## config.mk

```make
export PLATFORM = sky130hd
export DESIGN_NAME = vga_stream_out_flat
export DESIGN_NICKNAME = d
export VERILOG_FILES = /design/src/rtl/vga_stream_out_if.sv /design/src/rtl/vga_stream_out.sv /design/src/flat_wrapper.sv
export SDC_FILE = /design/constraint.sdc
export NUM_CORES = 1
export LEC_CHECK = 0
export ABC_AREA = 1
export CAP_MARGIN = 20
export CORE_MARGIN = 1
export CORE_UTILIZATION = 25
export CTS_CLUSTER_DIAMETER = 30
export CTS_CLUSTER_SIZE = 20
export DETAILED_ROUTE_END_ITERATION = 6
export PLACE_DENSITY = 0.6
export SYNTH_ARGS = -nofsm -noshare
export SYNTH_HDL_FRONTEND = slang
export SYNTH_SLANG_ARGS = --single-unit
```

## constraint.sdc

```tcl
create_clock -name CLK -period 1.5 [get_ports CLK]
set_clock_uncertainty 0.2 [all_clocks]
set_input_delay 0.375 -clock CLK [delete_from_list [all_inputs] [get_ports CLK]]
set_output_delay 0.375 -clock CLK [all_outputs]
set_load 0.05 [all_outputs]
```

## src/rtl/vga_stream_out_if.sv

```systemverilog
// vga_stream_out_if
//   Upstream pixel stream (valid/ready) feeding the VGA output stage.
//   pix_data  : {R[7:0],G[7:0],B[7:0]} from the source
//   pix_valid : source has a pixel available
//   pix_ready : output stage takes the pixel this cycle
//   master modport = pixel source, slave modport = vga_stream_out.
interface vga_stream_out_if;
   logic [23:0] pix_data;
   logic        pix_valid;
   logic        pix_ready;

   modport master (output pix_data, output pix_valid, input pix_ready);
   modport slave  (input pix_data, input pix_valid, output pix_ready);
endinterface

```

## src/rtl/vga_stream_out.sv

```systemverilog
// vga_stream_out
//   VGA timing generator and output stage. Pulls one upstream pixel per
//   active-area clock, registers RGB/sync/blank towards the DAC, and
//   substitutes ERR_COLOR (with a sticky underflow flag) when the source
//   has nothing to give.
// Ports
//   CLK, NRST      : pixel clock, async active-low reset
//   EN             : timing enable; low parks the raster at (0,0)
//   pix            : upstream pixel stream (slave side)
//   clr_underflow  : synchronous clear of the underflow flag
//   underflow      : sticky underflow flag
//   frame_start    : one-cycle pulse while pixel (0,0) is on the outputs
//   VGA_R/G/B      : registered colour
//   VGA_HS, VGA_VS : registered syncs, active low
//   VGA_BLANK      : registered, high during active video
module vga_stream_out #(
   parameter int          HDISP     = 800,
   parameter int          HFP       = 40,
   parameter int          HPULSE    = 128,
   parameter int          HBP       = 88,
   parameter int          VDISP     = 480,
   parameter int          VFP       = 1,
   parameter int          VPULSE    = 3,
   parameter int          VBP       = 20,
   parameter logic [23:0] ERR_COLOR = 24'hFF00FF
) (
   input  logic              CLK,
   input  logic              NRST,
   input  logic              EN,
   vga_stream_out_if.slave   pix,
   input  logic              clr_underflow,
   output logic              underflow,
   output logic              frame_start,
   output logic [7:0]        VGA_R,
   output logic [7:0]        VGA_G,
   output logic [7:0]        VGA_B,
   output logic              VGA_HS,
   output logic              VGA_VS,
   output logic              VGA_BLANK
);

   localparam int HTOTAL = HDISP + HFP + HPULSE + HBP;
   localparam int VTOTAL = VDISP + VFP + VPULSE + VBP;
   localparam int HW     = $clog2(HTOTAL);
   localparam int VW     = $clog2(VTOTAL);

   localparam logic [HW-1:0] H_LAST = HW'(HTOTAL - 1);
   localparam logic [VW-1:0] V_LAST = VW'(VTOTAL - 1);

   logic [HW-1:0] hcnt;
   logic [VW-1:0] vcnt;
   logic [23:0]   rgb;
   logic          active;
   logic          hs_region;
   logic          vs_region;
   logic          frame_origin;

   // Region decode is done in 32-bit int space so a zero back porch
   // cannot overflow the sync-end bound at the counter width.
   always_comb begin
      active       = (int'(hcnt) < HDISP) && (int'(vcnt) < VDISP);
      hs_region    = (int'(hcnt) >= HDISP + HFP) && (int'(hcnt) < HDISP + HFP + HPULSE);
      vs_region    = (int'(vcnt) >= VDISP + VFP) && (int'(vcnt) < VDISP + VFP + VPULSE);
      frame_origin = (hcnt == '0) && (vcnt == '0);
   end

   // Reset parks the counters at (0,0), which is itself an active pixel,
   // so ready is also gated by NRST to keep the source stalled in reset.
   assign pix.pix_ready = active && EN && NRST;

   always_ff @(posedge CLK or negedge NRST) begin
      if (!NRST) begin
         hcnt <= '0;
         vcnt <= '0;
      end else if (!EN) begin
         hcnt <= '0;
         vcnt <= '0;
      end else if (hcnt == H_LAST) begin
         hcnt <= '0;
         vcnt <= (vcnt == V_LAST) ? '0 : vcnt + 1'b1;
      end else begin
         hcnt <= hcnt + 1'b1;
      end
   end

   always_ff @(posedge CLK or negedge NRST) begin
      if (!NRST) begin
         rgb         <= '0;
         VGA_HS      <= 1'b1;
         VGA_VS      <= 1'b1;
         VGA_BLANK   <= 1'b0;
         frame_start <= 1'b0;
      end else if (!EN) begin
         rgb         <= '0;
         VGA_HS      <= 1'b1;
         VGA_VS      <= 1'b1;
         VGA_BLANK   <= 1'b0;
         frame_start <= 1'b0;
      end else begin
         VGA_HS      <= !hs_region;
         VGA_VS      <= !vs_region;
         VGA_BLANK   <= active;
         frame_start <= frame_origin;
         if (!active)
            rgb <= '0;
         else if (pix.pix_valid)
            rgb <= pix.pix_data;
         else
            rgb <= ERR_COLOR;
      end
   end

   // Set has priority over clear so a starved pixel is never lost.
   always_ff @(posedge CLK or negedge NRST) begin
      if (!NRST)
         underflow <= 1'b0;
      else if (EN && active && !pix.pix_valid)
         underflow <= 1'b1;
      else if (clr_underflow)
         underflow <= 1'b0;
   end

   assign VGA_R = rgb[23:16];
   assign VGA_G = rgb[15:8];
   assign VGA_B = rgb[7:0];

endmodule

```

## src/flat_wrapper.sv

```systemverilog
// flat-port wrapper written by rule: the top's interface ports become plain ports
module vga_stream_out_flat 
#(
   parameter int          HDISP     = 800,
   parameter int          HFP       = 40,
   parameter int          HPULSE    = 128,
   parameter int          HBP       = 88,
   parameter int          VDISP     = 480,
   parameter int          VFP       = 1,
   parameter int          VPULSE    = 3,
   parameter int          VBP       = 20,
   parameter logic [23:0] ERR_COLOR = 24'hFF00FF
)
  (CLK, NRST, EN, clr_underflow, underflow, frame_start, VGA_R, VGA_G, VGA_B, VGA_HS, VGA_VS, VGA_BLANK, pix_pix_data, pix_pix_valid, pix_pix_ready);
  vga_stream_out_if pix_i ();
  input  logic CLK;
  input  logic NRST;
  input  logic EN;
  input  logic clr_underflow;
  output logic underflow;
  output logic frame_start;
  output logic [7:0] VGA_R;
  output logic [7:0] VGA_G;
  output logic [7:0] VGA_B;
  output logic VGA_HS;
  output logic VGA_VS;
  output logic VGA_BLANK;
  input wire logic [$bits(pix_i.pix_data)-1:0] pix_pix_data;
  input wire logic [$bits(pix_i.pix_valid)-1:0] pix_pix_valid;
  output wire logic [$bits(pix_i.pix_ready)-1:0] pix_pix_ready;
  assign pix_i.pix_data = pix_pix_data;
  assign pix_i.pix_valid = pix_pix_valid;
  assign pix_pix_ready = pix_i.pix_ready;
  vga_stream_out #(.HDISP(HDISP), .HFP(HFP), .HPULSE(HPULSE), .HBP(HBP), .VDISP(VDISP), .VFP(VFP), .VPULSE(VPULSE), .VBP(VBP), .ERR_COLOR(ERR_COLOR)) u_core (.CLK(CLK), .NRST(NRST), .EN(EN), .pix(pix_i), .clr_underflow(clr_underflow), .underflow(underflow), .frame_start(frame_start), .VGA_R(VGA_R), .VGA_G(VGA_G), .VGA_B(VGA_B), .VGA_HS(VGA_HS), .VGA_VS(VGA_VS), .VGA_BLANK(VGA_BLANK));
endmodule
```

==> results.sh <==
export IMPL_status="finished, violations left"
export IMPL_violations="setup timing"
export IMPL_ios=59
export IMPL_clkSlewWorstSetupHoldPaths_ns=0.09
export IMPL_antenna_cells=0
export IMPL_detail_route_first_pass_iterations=4
export IMPL_reg2reg_from="u_core.hcnt[8]$_DFF_PN0_"
export IMPL_fin_setup_tns_ns=-16.21
export IMPL_die_area_um2=9720
export IMPL_place_port_buffers=58
export IMPL_final_common_cell="nand2_1"
export IMPL_post_dp_hpwl_mm=4.47
export IMPL_vdd_drop_max_v=0.000367
export IMPL_die_x_um=98.6
export IMPL_die_h_um=98.6
export IMPL_avgSynthCellArea_um2=8.30
export IMPL_antenna_found_initial=0
export IMPL_reg2reg_to="u_core.rgb[2]$_DFF_PN0_"
export IMPL_fin_util=0.453
export IMPL_routedWlPerCell_um=12.1
export IMPL_period_needed_ns=2.05
export IMPL_cts_buffers=5
export IMPL_synth_nets=315
export IMPL_min_path_type="in2async"
export IMPL_rsz0062_at_grt="yes"
export IMPL_drt_initial_drc_count=69
export IMPL_tightest_slew_ns=0.626
export IMPL_synth_top_area_share=0.504
export IMPL_slowest_delay_ns=0.41
export IMPL_powerDensity_nw_per_um2=722
export IMPL_synth_cell_type_count=32
export IMPL_grt_ovfl_total=0
export IMPL_max_cap_violations=0
export IMPL_post_route_period_util=1.37
export IMPL_cts_tree="built"
export IMPL_r2r_slack_ns=-0.48
export IMPL_ctsHoldBuffers=0
export IMPL_setup_viol=45
export IMPL_ys_ff_latch=49
export IMPL_setup_ws_ns=-0.554
export IMPL_insertion_delay_ns=0.30
export IMPL_cts_path_max_buffers=2
export IMPL_yosysWarnings=0
export IMPL_drive_gt1_frac=0.336
export IMPL_grt_pass1_vias=2177
export IMPL_grt_start_max_net_pins=50
export IMPL_syn2layout_area_growth_pct=72.8
export IMPL_cts_sinks=49
export IMPL_root_buffer="clkbuf_8"
export IMPL_gp_routability_congestion=0.819
export IMPL_grt_pass1_wl_mm=10.2
export IMPL_start_util=0.262
export IMPL_synth_area_leader_cell="dfrtp_1"
export IMPL_wirelength_mm=6.01
export IMPL_final_cell_mix="nand2_1 (91), dfrtp_1 (47), buf_4 (39)"
export IMPL_start_kind="flip-flop"
export IMPL_ant_nets=0
export IMPL_drcViolationCount=0
export IMPL_ys_seq_area_frac=0.527
export IMPL_cts_max_level=2
export IMPL_slew_headroom=0.583
export IMPL_core_um2=8890
export IMPL_vias=2164
export IMPL_final_nets=423
export IMPL_ys_top_cells_by_area="dfrtp_1 (50%), nand2_1 (15%), nor2_1 (5.8%)"
export IMPL_hold_violations=0
export IMPL_final_max_slew_viol_count=0
export IMPL_p_leak_nw=1.90
export IMPL_crit_chain="nand2_2, inv_2, a21oi_4, nand3_4, nor3b_4, buf_12"
export IMPL_crit_type="reg2out"
export IMPL_cp_arrival_ns=1.48
export IMPL_pre_cts_ws_ns=-0.462
export IMPL_clock_fmax_ghz=0.487
export IMPL_rr_worst_depth=13
export IMPL_cp_required_ns=0.92
export IMPL_num_rows=34
export IMPL_vias_per_cell=4.35
export IMPL_grt_use_total=0.133
export IMPL_synth_cells=281
export IMPL_slowest_stage="dfrtp_1"
export IMPL_cp_max_fo=3
export IMPL_synth_area_um2=2330
export IMPL_worst_setup_path_end_kind="primary output"
==> routing by layer <==
layer  share of wire  GRT usage  vias up  wire, um
met5               0          0        -         0
met4           0.015     0.0413        0        91
met3           0.017     0.0191        8       100
met2            0.54      0.239       32      3240
met1            0.43      0.164     1029      2580
li1                -          -     1095         -
==> state kept, by name (all words and copies together) (netlist names) <==
signal / cells
u_core.VGA_BLANK: 1
u_core.VGA_HS: 1
u_core.VGA_VS: 1
u_core.frame_start: 1
u_core.hcnt: 11
u_core.rgb: 24
u_core.underflow: 1
u_core.vcnt: 9
==> cells in the mapped netlist, drive strengths merged <==
| cell | number |
|---|---|
| nand2 | 97 |
| dfrtp | 47 |
| nor2 | 39 |
| inv | 27 |
| nand3 | 21 |
| nor3 | 13 |
| o21ai | 9 |
| buf | 5 |
| ha | 5 |
| nand4 | 4 |
| clkbuf | 3 |
| xor2 | 3 |
| a21oi | 2 |
| dfstp | 2 |
| a211oi | 1 |
| nor3b | 1 |
| nor4 | 1 |
| or3 | 1 |
==> what timing repair did <==
item / CTS / global route
pin swaps: 4 / 8
cloned: 1 / 0
setup endpoints to repair: 44 / 49
setup buffers: 11 / 3
gates resized for setup: 23 / 14
==> logic make-up after synthesis <==
logic type                 count (synthesis)  share of synthesized area
and+or+nand+nor                          177                      0.336
AOI/OAI and AO/OA                         12                     0.0332
xor gates and xnor gates                   3                     0.0113
adders and majority gates                  5                     0.0268
DFF                                       49                      0.527
buffers and inverters                     35                     0.0665
==> critical path, delay by kind of cell, from the launching register on <==
family	cells	cell delay [ns]
and+or+nand+nor	3	0.42
buffers and inverters	2	0.21
DFF	1	0.41
AOI/OAI and AO/OA	1	0.14
==> how the worst max path moves through the flow <==
stage,from,endpoint
after global placement,EN,pix_pix_ready
after CTS,u_core.hcnt[8]$_DFF_PN0_,pix_pix_ready
after detailed placement,EN,pix_pix_ready
after floorplan,u_core.hcnt[7]$_DFF_PN0_,pix_pix_ready
after global routing,u_core.hcnt[8]$_DFF_PN0_,pix_pix_ready
final,u_core.hcnt[8]$_DFF_PN0_,pix_pix_ready
==> report_power, final <==
group | total [mW] | switching (mW) | internal [mW]
clock network | 0.776 | 0.443 | 0.333
registers | 1.43 | 0.0478 | 1.38
logic | 0.709 | 0.356 | 0.353
total | 2.91 | 0.847 | 2.06
==> area by class of cell <==
type                       instances  area, um^2
clock buffer                       6        72.6
clock inverter                     2        13.8
fill                             811        4860
inverter                          27         101
multi-input combinational        197        1110
sequential                        49        1230
tap                              108         135
timing repair buffer             109        1370
==> through the flow <==
stage / hold slack, ns / area (um^2) / std cells / total power, mW
floorplan: -0.121 / 2390 / 281 / 1.72
detailed placement: 0.331 / 3660 / 477 / 2.13
finish: 0.0166 / 4030 / 498 / 2.91
CTS: 0.0738 / 3960 / 497 / 2.94
global placement: 0.320 / 3660 / 477 / 2.12
global route: 0.0870 / 4030 / 498 / 3.05
(Power assumes the default switching activity.)
